File: src/rtl/adc_cfg_sequencer_if.sv
// Command/response handshake between the configuration sequencer and the SPI master.
// The master modport is the sequencer side; the slave modport is the SPI master side.
interface adc_cfg_sequencer_if;
    logic        cmd_valid;
    logic        cmd_ready;
    logic [23:0] cmd_word;
    logic        rsp_valid;
    logic [7:0]  rsp_data;

    modport master (
        output cmd_valid,
        output cmd_word,
        input  cmd_ready,
        input  rsp_valid,
        input  rsp_data
    );

    modport slave (
        input  cmd_valid,
        input  cmd_word,
        output cmd_ready,
        output rsp_valid,
        output rsp_data
    );
endinterface

File: src/rtl/adc_cfg_sequencer.sv
// AD9634 power-up sequencer: writes an external init table over SPI, commits it via the
// transfer register (0x0FF = 0x01), then optionally reads each entry back and compares it.
module adc_cfg_sequencer #(
    parameter int unsigned NUM_ENTRIES = 8,
    parameter int unsigned IDX_W       = 3,
    parameter int unsigned VERIFY      = 1,
    parameter int unsigned TIMEOUT     = 1023
) (
    input  logic                 clk,
    input  logic                 rst_n,
    input  logic                 start,
    input  logic                 abort,
    output logic [IDX_W-1:0]     tbl_idx,
    input  logic [12:0]          tbl_addr,
    input  logic [7:0]           tbl_data,
    adc_cfg_sequencer_if.master  spi,
    output logic                 busy,
    output logic                 done,
    output logic                 error,
    output logic [1:0]           err_code,
    output logic [IDX_W-1:0]     fail_idx
);

    localparam int unsigned CNT_W   = 16;
    localparam int unsigned WORD_W  = 24;
    localparam logic [CNT_W-1:0] TO_LAST   = CNT_W'(TIMEOUT - 1);
    localparam logic [IDX_W-1:0] LAST_IDX  = IDX_W'(NUM_ENTRIES - 1);
    localparam logic [12:0]      XFER_ADDR = 13'h0FF;
    localparam logic [7:0]       XFER_DATA = 8'h01;

    localparam logic [1:0] ERR_NONE     = 2'b00;
    localparam logic [1:0] ERR_MISMATCH = 2'b01;
    localparam logic [1:0] ERR_TIMEOUT  = 2'b10;
    localparam logic [1:0] ERR_ABORT    = 2'b11;

    typedef enum logic [3:0] {
        S_IDLE,
        S_FETCH,
        S_WR_REQ,
        S_WR_WAIT,
        S_XFER_REQ,
        S_XFER_WAIT,
        S_RD_FETCH,
        S_RD_REQ,
        S_RD_WAIT,
        S_DONE
    } state_t;

    state_t             state_q, state_d;
    logic [IDX_W-1:0]   idx_q, idx_d;
    logic               cmd_valid_q, cmd_valid_d;
    logic [WORD_W-1:0]  cmd_word_q, cmd_word_d;
    logic               busy_q, busy_d;
    logic               done_q, done_d;
    logic               error_q, error_d;
    logic [1:0]         err_code_q, err_code_d;
    logic [IDX_W-1:0]   fail_idx_q, fail_idx_d;
    logic [CNT_W-1:0]   cnt_q, cnt_d;
    logic [7:0]         exp_q, exp_d;
    logic               abort_q, abort_d;

    logic               accept;
    logic               last;
    logic               timed_out;
    logic               abort_pend;
    logic               to_done;
    logic               aborted;

    // State and output registers
    always_ff @(posedge clk or negedge rst_n) begin
        if (!rst_n) begin
            state_q     <= S_IDLE;
            idx_q       <= '0;
            cmd_valid_q <= 1'b0;
            cmd_word_q  <= '0;
            busy_q      <= 1'b0;
            done_q      <= 1'b0;
            error_q     <= 1'b0;
            err_code_q  <= ERR_NONE;
            fail_idx_q  <= '0;
            cnt_q       <= '0;
            exp_q       <= '0;
            abort_q     <= 1'b0;
        end else begin
            state_q     <= state_d;
            idx_q       <= idx_d;
            cmd_valid_q <= cmd_valid_d;
            cmd_word_q  <= cmd_word_d;
            busy_q      <= busy_d;
            done_q      <= done_d;
            error_q     <= error_d;
            err_code_q  <= err_code_d;
            fail_idx_q  <= fail_idx_d;
            cnt_q       <= cnt_d;
            exp_q       <= exp_d;
            abort_q     <= abort_d;
        end
    end

    // Next-state and next-output logic
    always_comb begin
        state_d     = state_q;
        idx_d       = idx_q;
        cmd_valid_d = cmd_valid_q;
        cmd_word_d  = cmd_word_q;
        busy_d      = busy_q;
        done_d      = done_q;
        error_d     = error_q;
        err_code_d  = err_code_q;
        fail_idx_d  = fail_idx_q;
        cnt_d       = cnt_q;
        exp_d       = exp_q;
        abort_d     = abort_q;
        to_done     = 1'b0;
        aborted     = 1'b0;
        accept      = cmd_valid_q & spi.cmd_ready;
        last        = (idx_q == LAST_IDX);
        timed_out   = (cnt_q >= TO_LAST);
        abort_pend  = abort_q | abort;

        unique case (state_q)
            S_IDLE, S_DONE: begin
                if (start) begin
                    state_d    = S_FETCH;
                    idx_d      = '0;
                    busy_d     = 1'b1;
                    done_d     = 1'b0;
                    error_d    = 1'b0;
                    err_code_d = ERR_NONE;
                    fail_idx_d = '0;
                    abort_d    = 1'b0;
                end
            end

            S_FETCH, S_RD_FETCH: begin
                if (abort) begin
                    to_done = 1'b1;
                    aborted = 1'b1;
                end else begin
                    state_d = (state_q == S_FETCH) ? S_WR_REQ : S_RD_REQ;
                end
            end

            // First REQ cycle lets the sync ROM output settle before the command is loaded
            S_WR_REQ, S_XFER_REQ, S_RD_REQ: begin
                if (accept) begin
                    cmd_valid_d = 1'b0;
                    cnt_d       = '0;
                    abort_d     = abort;
                    if (state_q == S_WR_REQ) begin
                        state_d = S_WR_WAIT;
                    end else if (state_q == S_XFER_REQ) begin
                        state_d = S_XFER_WAIT;
                    end else begin
                        state_d = S_RD_WAIT;
                    end
                end else if (abort) begin
                    to_done = 1'b1;
                    aborted = 1'b1;
                end else if (!cmd_valid_q) begin
                    cmd_valid_d = 1'b1;
                    if (state_q == S_WR_REQ) begin
                        cmd_word_d = {1'b0, 2'b00, tbl_addr, tbl_data};
                    end else if (state_q == S_XFER_REQ) begin
                        cmd_word_d = {1'b0, 2'b00, XFER_ADDR, XFER_DATA};
                    end else begin
                        cmd_word_d = {1'b1, 2'b00, tbl_addr, 8'h00};
                        exp_d      = tbl_data;
                    end
                end
            end

            S_WR_WAIT, S_XFER_WAIT, S_RD_WAIT: begin
                if (spi.rsp_valid) begin
                    if (state_q == S_WR_WAIT) begin
                        if (last) begin
                            state_d = S_XFER_REQ;
                        end else begin
                            idx_d   = idx_q + IDX_W'(1);
                            state_d = S_FETCH;
                        end
                    end else if (state_q == S_XFER_WAIT) begin
                        if (VERIFY != 0) begin
                            idx_d   = '0;
                            state_d = S_RD_FETCH;
                        end else begin
                            to_done = 1'b1;
                        end
                    end else begin
                        if (spi.rsp_data != exp_q) begin
                            error_d = 1'b1;
                            if (err_code_q == ERR_NONE) begin
                                err_code_d = ERR_MISMATCH;
                                fail_idx_d = idx_q;
                            end
                        end
                        if (last) begin
                            to_done = 1'b1;
                        end else begin
                            idx_d   = idx_q + IDX_W'(1);
                            state_d = S_RD_FETCH;
                        end
                    end
                    if (abort_pend) begin
                        to_done = 1'b1;
                        aborted = 1'b1;
                    end
                end else if (timed_out) begin
                    error_d = 1'b1;
                    if (err_code_q == ERR_NONE) begin
                        err_code_d = ERR_TIMEOUT;
                        fail_idx_d = (state_q == S_XFER_WAIT) ? '1 : idx_q;
                    end
                    to_done = 1'b1;
                end else begin
                    cnt_d = cnt_q + CNT_W'(1);
                    if (abort) begin
                        abort_d = 1'b1;
                    end
                end
            end

            default: begin
                state_d = S_IDLE;
            end
        endcase

        // Common exit into DONE; an earlier recorded code is never overwritten by abort
        if (to_done) begin
            state_d     = S_DONE;
            busy_d      = 1'b0;
            done_d      = 1'b1;
            cmd_valid_d = 1'b0;
            if (aborted) begin
                error_d = 1'b1;
                if (err_code_d == ERR_NONE) begin
                    err_code_d = ERR_ABORT;
                end
            end
        end
    end

    assign tbl_idx       = idx_q;
    assign spi.cmd_valid = cmd_valid_q;
    assign spi.cmd_word  = cmd_word_q;
    assign busy          = busy_q;
    assign done          = done_q;
    assign error         = error_q;
    assign err_code      = err_code_q;
    assign fail_idx      = fail_idx_q;

endmodule

File: src/flat_wrapper.sv
// flat-port wrapper written by rule: the top's interface ports become plain ports
module adc_cfg_sequencer_flat 
#(
    parameter int unsigned NUM_ENTRIES = 8,
    parameter int unsigned IDX_W       = 3,
    parameter int unsigned VERIFY      = 1,
    parameter int unsigned TIMEOUT     = 1023
)
  (clk, rst_n, start, abort, tbl_idx, tbl_addr, tbl_data, busy, done, error, err_code, fail_idx, spi_cmd_valid, spi_cmd_word, spi_cmd_ready, spi_rsp_valid, spi_rsp_data);
  adc_cfg_sequencer_if spi_i ();
  input  logic clk;
  input  logic rst_n;
  input  logic start;
  input  logic abort;
  output logic [IDX_W-1:0] tbl_idx;
  input  logic [12:0] tbl_addr;
  input  logic [7:0] tbl_data;
  output logic busy;
  output logic done;
  output logic error;
  output logic [1:0] err_code;
  output logic [IDX_W-1:0] fail_idx;
  output wire logic [$bits(spi_i.cmd_valid)-1:0] spi_cmd_valid;
  output wire logic [$bits(spi_i.cmd_word)-1:0] spi_cmd_word;
  input wire logic [$bits(spi_i.cmd_ready)-1:0] spi_cmd_ready;
  input wire logic [$bits(spi_i.rsp_valid)-1:0] spi_rsp_valid;
  input wire logic [$bits(spi_i.rsp_data)-1:0] spi_rsp_data;
  assign spi_cmd_valid = spi_i.cmd_valid;
  assign spi_cmd_word = spi_i.cmd_word;
  assign spi_i.cmd_ready = spi_cmd_ready;
  assign spi_i.rsp_valid = spi_rsp_valid;
  assign spi_i.rsp_data = spi_rsp_data;
  adc_cfg_sequencer #(.NUM_ENTRIES(NUM_ENTRIES), .IDX_W(IDX_W), .VERIFY(VERIFY), .TIMEOUT(TIMEOUT)) u_core (.clk(clk), .rst_n(rst_n), .start(start), .abort(abort), .tbl_idx(tbl_idx), .tbl_addr(tbl_addr), .tbl_data(tbl_data), .spi(spi_i), .busy(busy), .done(done), .error(error), .err_code(err_code), .fail_idx(fail_idx));
endmodule
File: config.mk
export PLATFORM = sky130hd
export DESIGN_NAME = adc_cfg_sequencer_flat
export DESIGN_NICKNAME = d
export VERILOG_FILES = /design/src/rtl/adc_cfg_sequencer_if.sv /design/src/rtl/adc_cfg_sequencer.sv /design/src/flat_wrapper.sv
export SDC_FILE = /design/constraint.sdc
export NUM_CORES = 1
export LEC_CHECK = 0
export BUFFER_PORTS_ARGS = -buffer_cell sky130_fd_sc_hd__buf_4
export CAP_MARGIN = 40
export CORE_UTILIZATION = 29
export CTS_BUF_LIST = sky130_fd_sc_hd__clkbuf_16
export DETAILED_ROUTE_END_ITERATION = 12
export REMOVE_ABC_BUFFERS = 1
export SLEW_MARGIN = 10
export SYNTH_ARGS = -nofsm -noshare
export SYNTH_HDL_FRONTEND = slang
export SYNTH_SLANG_ARGS = --single-unit
export TNS_END_PERCENT = 50
File: constraint.sdc
create_clock -name clk -period 7.6 [get_ports clk]
set_clock_uncertainty 0.2 [all_clocks]
set_input_delay 0.76 -clock clk [delete_from_list [all_inputs] [get_ports clk]]
set_output_delay 0.76 -clock clk [all_outputs]
set_load 0.005 [all_outputs]
# Yosys cells after proc, flatten, opt, wreduce, memory -nomap -nowiden
# Index checks and enable logic that the tools add are counted.
# W data, S select, Z words.
dict set report classes {
  addsub 2
  n_lt_le_gt_ge 1
  n_eq_ne 29
  mux 82
  bitwise 7
  reduce_logical 22
}
# op n
set op_table {}
lappend op_table {{$mux W16} 3}
lappend op_table {{$mux W24} 2}
lappend op_table {{$mux W3} 15}
lappend op_table {{$mux W4} 10}
lappend op_table {{$mux W1} 32}
lappend op_table {{$pmux W16 S2} 1}
lappend op_table {{$mux W2} 11}
lappend op_table {{$ne A3 B2 Y1 const B} 6}
lappend op_table {{$add A16 B1 Y16 const B} 1}
lappend op_table {{$eq A4 B3 Y1 const B} 4}
lappend op_table {{$ge A16 B10 Y1 const B} 1}
lappend op_table {{$pmux W4 S4} 1}
lappend op_table {{$pmux W3 S2} 2}
lappend op_table {{$reduce_and A6 Y1} 2}
lappend op_table {{$ne A2 B2 Y1 const B} 5}
lappend op_table {{$reduce_bool A2 Y1} 5}
lappend op_table {{$pmux W1 S3} 3}
lappend op_table {{$eq A4 B2 Y1 const B} 2}
lappend op_table {{$eq A4 B4 Y1 const B} 2}
lappend op_table {{$ne A8 B8 Y1} 1}
lappend op_table {{$reduce_and A4 Y1} 2}
lappend op_table {{$reduce_and A8 Y1} 1}
lappend op_table {{$ne A3 B1 Y1 const B} 2}
lappend op_table {{$ne A3 B3 Y1 const B} 2}
lappend op_table {{19 further kinds} 27}
dict set report word_totals {
  reg_bits 65
  in_bits 35
  out_inout_bits 36
  word_cells 155
}

# Logic depth before layout (Yosys ltp)
dict set report logic_depth {
  depth_word 11
  depth_mapped 8
  depth_no_buf 8
}

# Least setup slack after synthesis
# OpenSTA, ideal clock, no wires.
dict set report synth_timing {
  path_type {input to register}
  from {input port abort}
  to {register u_core.exp_q[0]}
  setup_time_ns 0.125
  t_arrival_ns 2.228
  t_required_ns 7.275
  path_slack_ns 5.047
  cell_stages 6
  n_path_buf 3
  path_cell_list {clkbuf_1 or3_1 buf_2 or3_1 buf_6 mux2_4}
}
dict set report synth_between {
  elab_chain_cells 2
}
# item line_no
set synth_rtl {}
lappend synth_rtl {{start, declared} flat_wrapper.sv:14} ;# input logic abort;
lappend synth_rtl {{$not A1 Y1 (no source line)} n/a}
lappend synth_rtl {{$reduce_and A6 Y1 (no source line)} n/a}
lappend synth_rtl {{end signal, assigned} adc_cfg_sequencer.sv:95} ;# exp_q <= exp_d;
lappend synth_rtl {{end, declared} adc_cfg_sequencer.sv:59} ;# logic [7:0] exp_q, exp_d;
# No other way between the ends.
# A chain may end at the register's enable or synchronous reset.

# Final worst setup path
dict set report layout_timing {
  from {register u_core.state_q[0]}
  to {register u_core.exp_q[2]}
}
dict set report layout_between {
  elab_chain_cells 3
  word_cells_on_any_way 7
  classes_between {eq/ne (3); bitwise (2); reduce/logical (2)}
}
# item line_no
set layout_rtl {}
lappend layout_rtl {{start, declared} adc_cfg_sequencer.sv:49} ;# state_t state_q, state_d;
lappend layout_rtl {{start signal, assigned} adc_cfg_sequencer.sv:85} ;# state_q <= state_d;
lappend layout_rtl {{$eq A4 B3 Y1, or another cell as far along} adc_cfg_sequencer.sv:121} ;# unique case (state_q)
lappend layout_rtl {{$reduce_or A3 Y1 or $not A1 Y1 (tied branches)} n/a}
lappend layout_rtl {{$reduce_and A6 Y1 (no source line) *} n/a}
# Mark *: on every way between the ends. The rest lies on a longest branch, timed or not.

==> summary.txt <==
Timing
  – RSZ-0062 raised after global routing: false
  – Final Hold Viols: 0
  – Hold slack: 0.2870 ns
  – Final period utilization: 43.60%
  – Setup_tns: 0 ns
  – Final number of max-transition violations: 0
  – FMAX: 0.3018 GHz
  – Minimum clock period: 3.313 ns
  – Slew headroom: 41.56%
  – Worst-Margin Slew: 0.8734 ns
  – Final setup fails: 0
  – Final critical-path setup slack: 4.287 ns

Detailed routing
  – Final WL: 8.111 mm
  – DR iter-0 viols: 204
  – Residual DRC: 0
  – First drt pass iteration count: 4
  – WL/cell: 14.20 microns
  – Post-DR vias/cell: 4.939
  – Final antenna-violating net count: 0
  – Vias: 2,820

Min path
  – Hold path depth: 2
  – Hold path start: u_core.spi.cmd_word[16]$_DFFE_PN0P_
  – Tightest Hold Check Type: flop to flop

Global routing
  – Vias in the first global route: 2,724
  – GRT Total Usage: 14.62%
  – Initial antenna violation count: 0
  – First-pass GRT wire length: 13.49 mm
  – Largest net degree at the start of global routing: 64
  – GRT Residual Overflow: 0

Cells and area
  – Fill count: 1,111
  – Commonest cells after routing, fill and taps aside: buf_4, dfrtp_1, nand2_1
  – Layout cells sized above 1: 23.43%
  – # nets final: 464
  – Antenna diodes: 0
  – Commonest non-fill, non-tap cell in the layout: buf_4
  – Final Non-Filler Cells: 571
  – Area grow syn2layout: 27.55%

Synthesis
  – Synth Area in Simple Gates: 20.22%
  – Post-synthesis compound-gate area fraction: 16.54%
  – Ys flop type: dfrtp_1
  – Flops & latches, synth: 63
  – Yosys cell types: 50
  – Synth Area in XOR/XNOR: 4.209%
  – Avg Cell Area, Syn: 9.097 sq um
  – Seq/Total Area, Yosys: 47.35%
  – Proportion of synthesized area in mux cells: 5.862%
  – YS warnings: 0
  – Synth Instances: 366
  – Asr flop ratio synth: 100.0%
  – Post-synth EDFFs: 0
  – Cell area after synthesis: 3329 sq um
  – Post-Synth Adder-Cell Area: 2.029%
  – Largest family of logic cells by synthesized area: simple AND/OR/NAND/NOR gates

Clock tree
  – CTS Hold Buffers Added: 0
  – CTS Buf Count: 9
  – Clock transition at the registers of the reported paths: 0.06 ns
  – H-tree depth: 3
  – Setup bufs post-CTS: 0
  – CTS Root Cell: clkbuf_16
  – Clk sinks: 63
  – Clk_lat worst skew: 0.33 ns
  – Clock Path Buffers: 2
  – Post-CTS resize count: 0
  – TritonCTS clock tree: done

Die
  – IO Count: 71
  – DIE AREA: 11,910 sq um
  – Initial core utilization: 30.18%
  – CORE AREA: 11,030 sq um
  – Die X: 109.2 microns
  – Site Rows: 38
  – Chip Height: 109.2 microns

Worst setup path
  – CP Launch Type: flop
  – CP max-delay cell: dfrtp_1
  – Crit-path cells: inv_1, a211o_1, or3_1, buf_4, or3_1, mux2_4
  – Arrival time worst endpoint: 3.32 ns
  – Critical path origin: u_core.state_q[0]$_DFFE_PN0P_
  – Most Frequent Cell on Critical Path: or3_1
  – Largest delay contributor family on the critical path: simple AND/OR/NAND/NOR gates
  – CP Capture Type: flop
  – Max incr delay on CP: 0.73 ns
  – CP Data Required Time: 7.61 ns
  – Bufs and invs on worst path: 2
  – R2R setup slack: 4.29 ns
  – RR Startpoint: u_core.state_q[0]$_DFFE_PN0P_
  – Worst reg2reg path depth: 6
  – CP max FO: 44
  – Critical path class: flop to flop
  – Crit. path cell count: 6

Place
  – Worst slack at placement: 4.301 ns
  – GPL Wtd Cong: 0.8460
  – HPWL Detailed: 5.882 mm
  – Placed Instances: 555
  – # port buffers: 68

Pwr
  – P_int: 0.001075 W
  – P_sw: 0.0006205 W
  – Comb power frac: 39.4%
  – Peak supply drop: 195.8 uV
  – Part of the power in registers: 34.8%
  – Pwr Density: 399.3 nW/um^2
  – Switch share: 36.59%
  – Clock network fraction of design power: 25.8%
  – Leakage: 2.008 nW

Flow run
  – Max cap viols: 0

Run status
  – Outcome: complete, no violations
## sequential cells by signal, summed over array words and instances (netlist names)
register              flops
u_core.spi.cmd_word      22
u_core.exp_q              8
u_core.cnt_q             16
u_core.fail_idx           3
u_core.state_q            4
u_core.err_code           2
u_core.busy               1
u_core.tbl_idx            3
u_core.done               1
u_core.abort_q            1
u_core.error              1
u_core.spi.cmd_valid      1
## final cells by class
cell class	instances	area, sq um	area share [%]
clock buffers	9	225.2	5.303
multi-input cells	277	1634	38.48
well taps	140	175.2	4.125
flip-flops and latches	63	1577	37.12
repair buffers	69	518.0	12.20
clock inverters	7	95.09	2.239
inverters	6	22.52	0.5303
## cell families (layout without fill, tap and decap cells)
| logic type | Yosys count | after routing |
|---|---|---|
| simple gates | 147 | 147 |
| compound gates | 91 | 91 |
| flops | 63 | 63 |
| buf+inv | 27 | 91 |
| xor+xnor | 16 | 16 |
| mux | 15 | 15 |
| fa+ha+maj | 6 | 6 |
| other cells | 1 | 2 |
## per-stage QoR
stage	instance area (sq um)	utilization, %	power [W]
2_1_floorplan	3233	-	0.0009918
3_3_place_gp	3926	35.59	0.001256
3_5_place_dp	3926	35.59	0.001265
4_1_cts	4247	38.50	0.001711
5_1_grt	4247	38.50	0.001830
6_report	4247	38.50	0.001696
## worst register-to-register path, cell delays in order (launching register included)
cell,delay [ns]
dfrtp_1,0.73
inv_1,0.27
a211o_1,0.38
or3_1,0.33
buf_4,0.26
or3_1,0.65
mux2_4,0.38
## per-layer routing
layer | part of all wire [%] | track usage, %
met1 | 49 | 20.87
met2 | 44 | 20.80
met4 | 1.4 | 4.730
met5 | 0 | 0
met3 | 6.0 | 4.483
## power groups by stage
| stage | Sequential [W] | Clock, W | Combinational, W |
|---|---|---|---|
| floorplan | 0.000569 | 0 | 0.000422 |
| global placement | 0.000592 | 0 | 0.000664 |
| detailed placement | 0.000593 | 0 | 0.000672 |
| CTS | 0.000591 | 0.000447 | 0.000673 |
| global route | 0.000611 | 0.000465 | 0.000754 |
| finish | 0.000591 | 0.000438 | 0.000667 |
## Yosys cell counts (5+ instances only)
cell type | instances | area share (%)
xor2_1 | 6 | 1.6
clkbuf_1 | 13 | 1.5
o21ai_0 | 40 | 6.0
inv_1 | 6 | 0.68
mux2_4 | 8 | 3.6
nor2_1 | 38 | 4.3
a21oi_1 | 19 | 2.9
nand3_1 | 10 | 1.5
nand4_1 | 6 | 1.1
nand2_1 | 58 | 6.5
and2_1 | 5 | 0.94
xnor2_1 | 10 | 2.6
dfrtp_1 | 63 | 47
nor2b_1 | 9 | 1.7
## path summary, 6_finish.rpt
check,to
max reg2reg,u_core.exp_q[2]$_DFFE_PN0P_
min,u_core.spi.cmd_word[16]$_DFFE_PN0P_
min reg2reg,u_core.spi.cmd_word[16]$_DFFE_PN0P_
max in group asynchronous,u_core.fail_idx[2]$_DFFE_PN0P_
min in group asynchronous,u_core.cnt_q[10]$_DFFE_PN0P_
max,u_core.exp_q[2]$_DFFE_PN0P_
No activity file was read; power rests on OpenSTA's default activity.
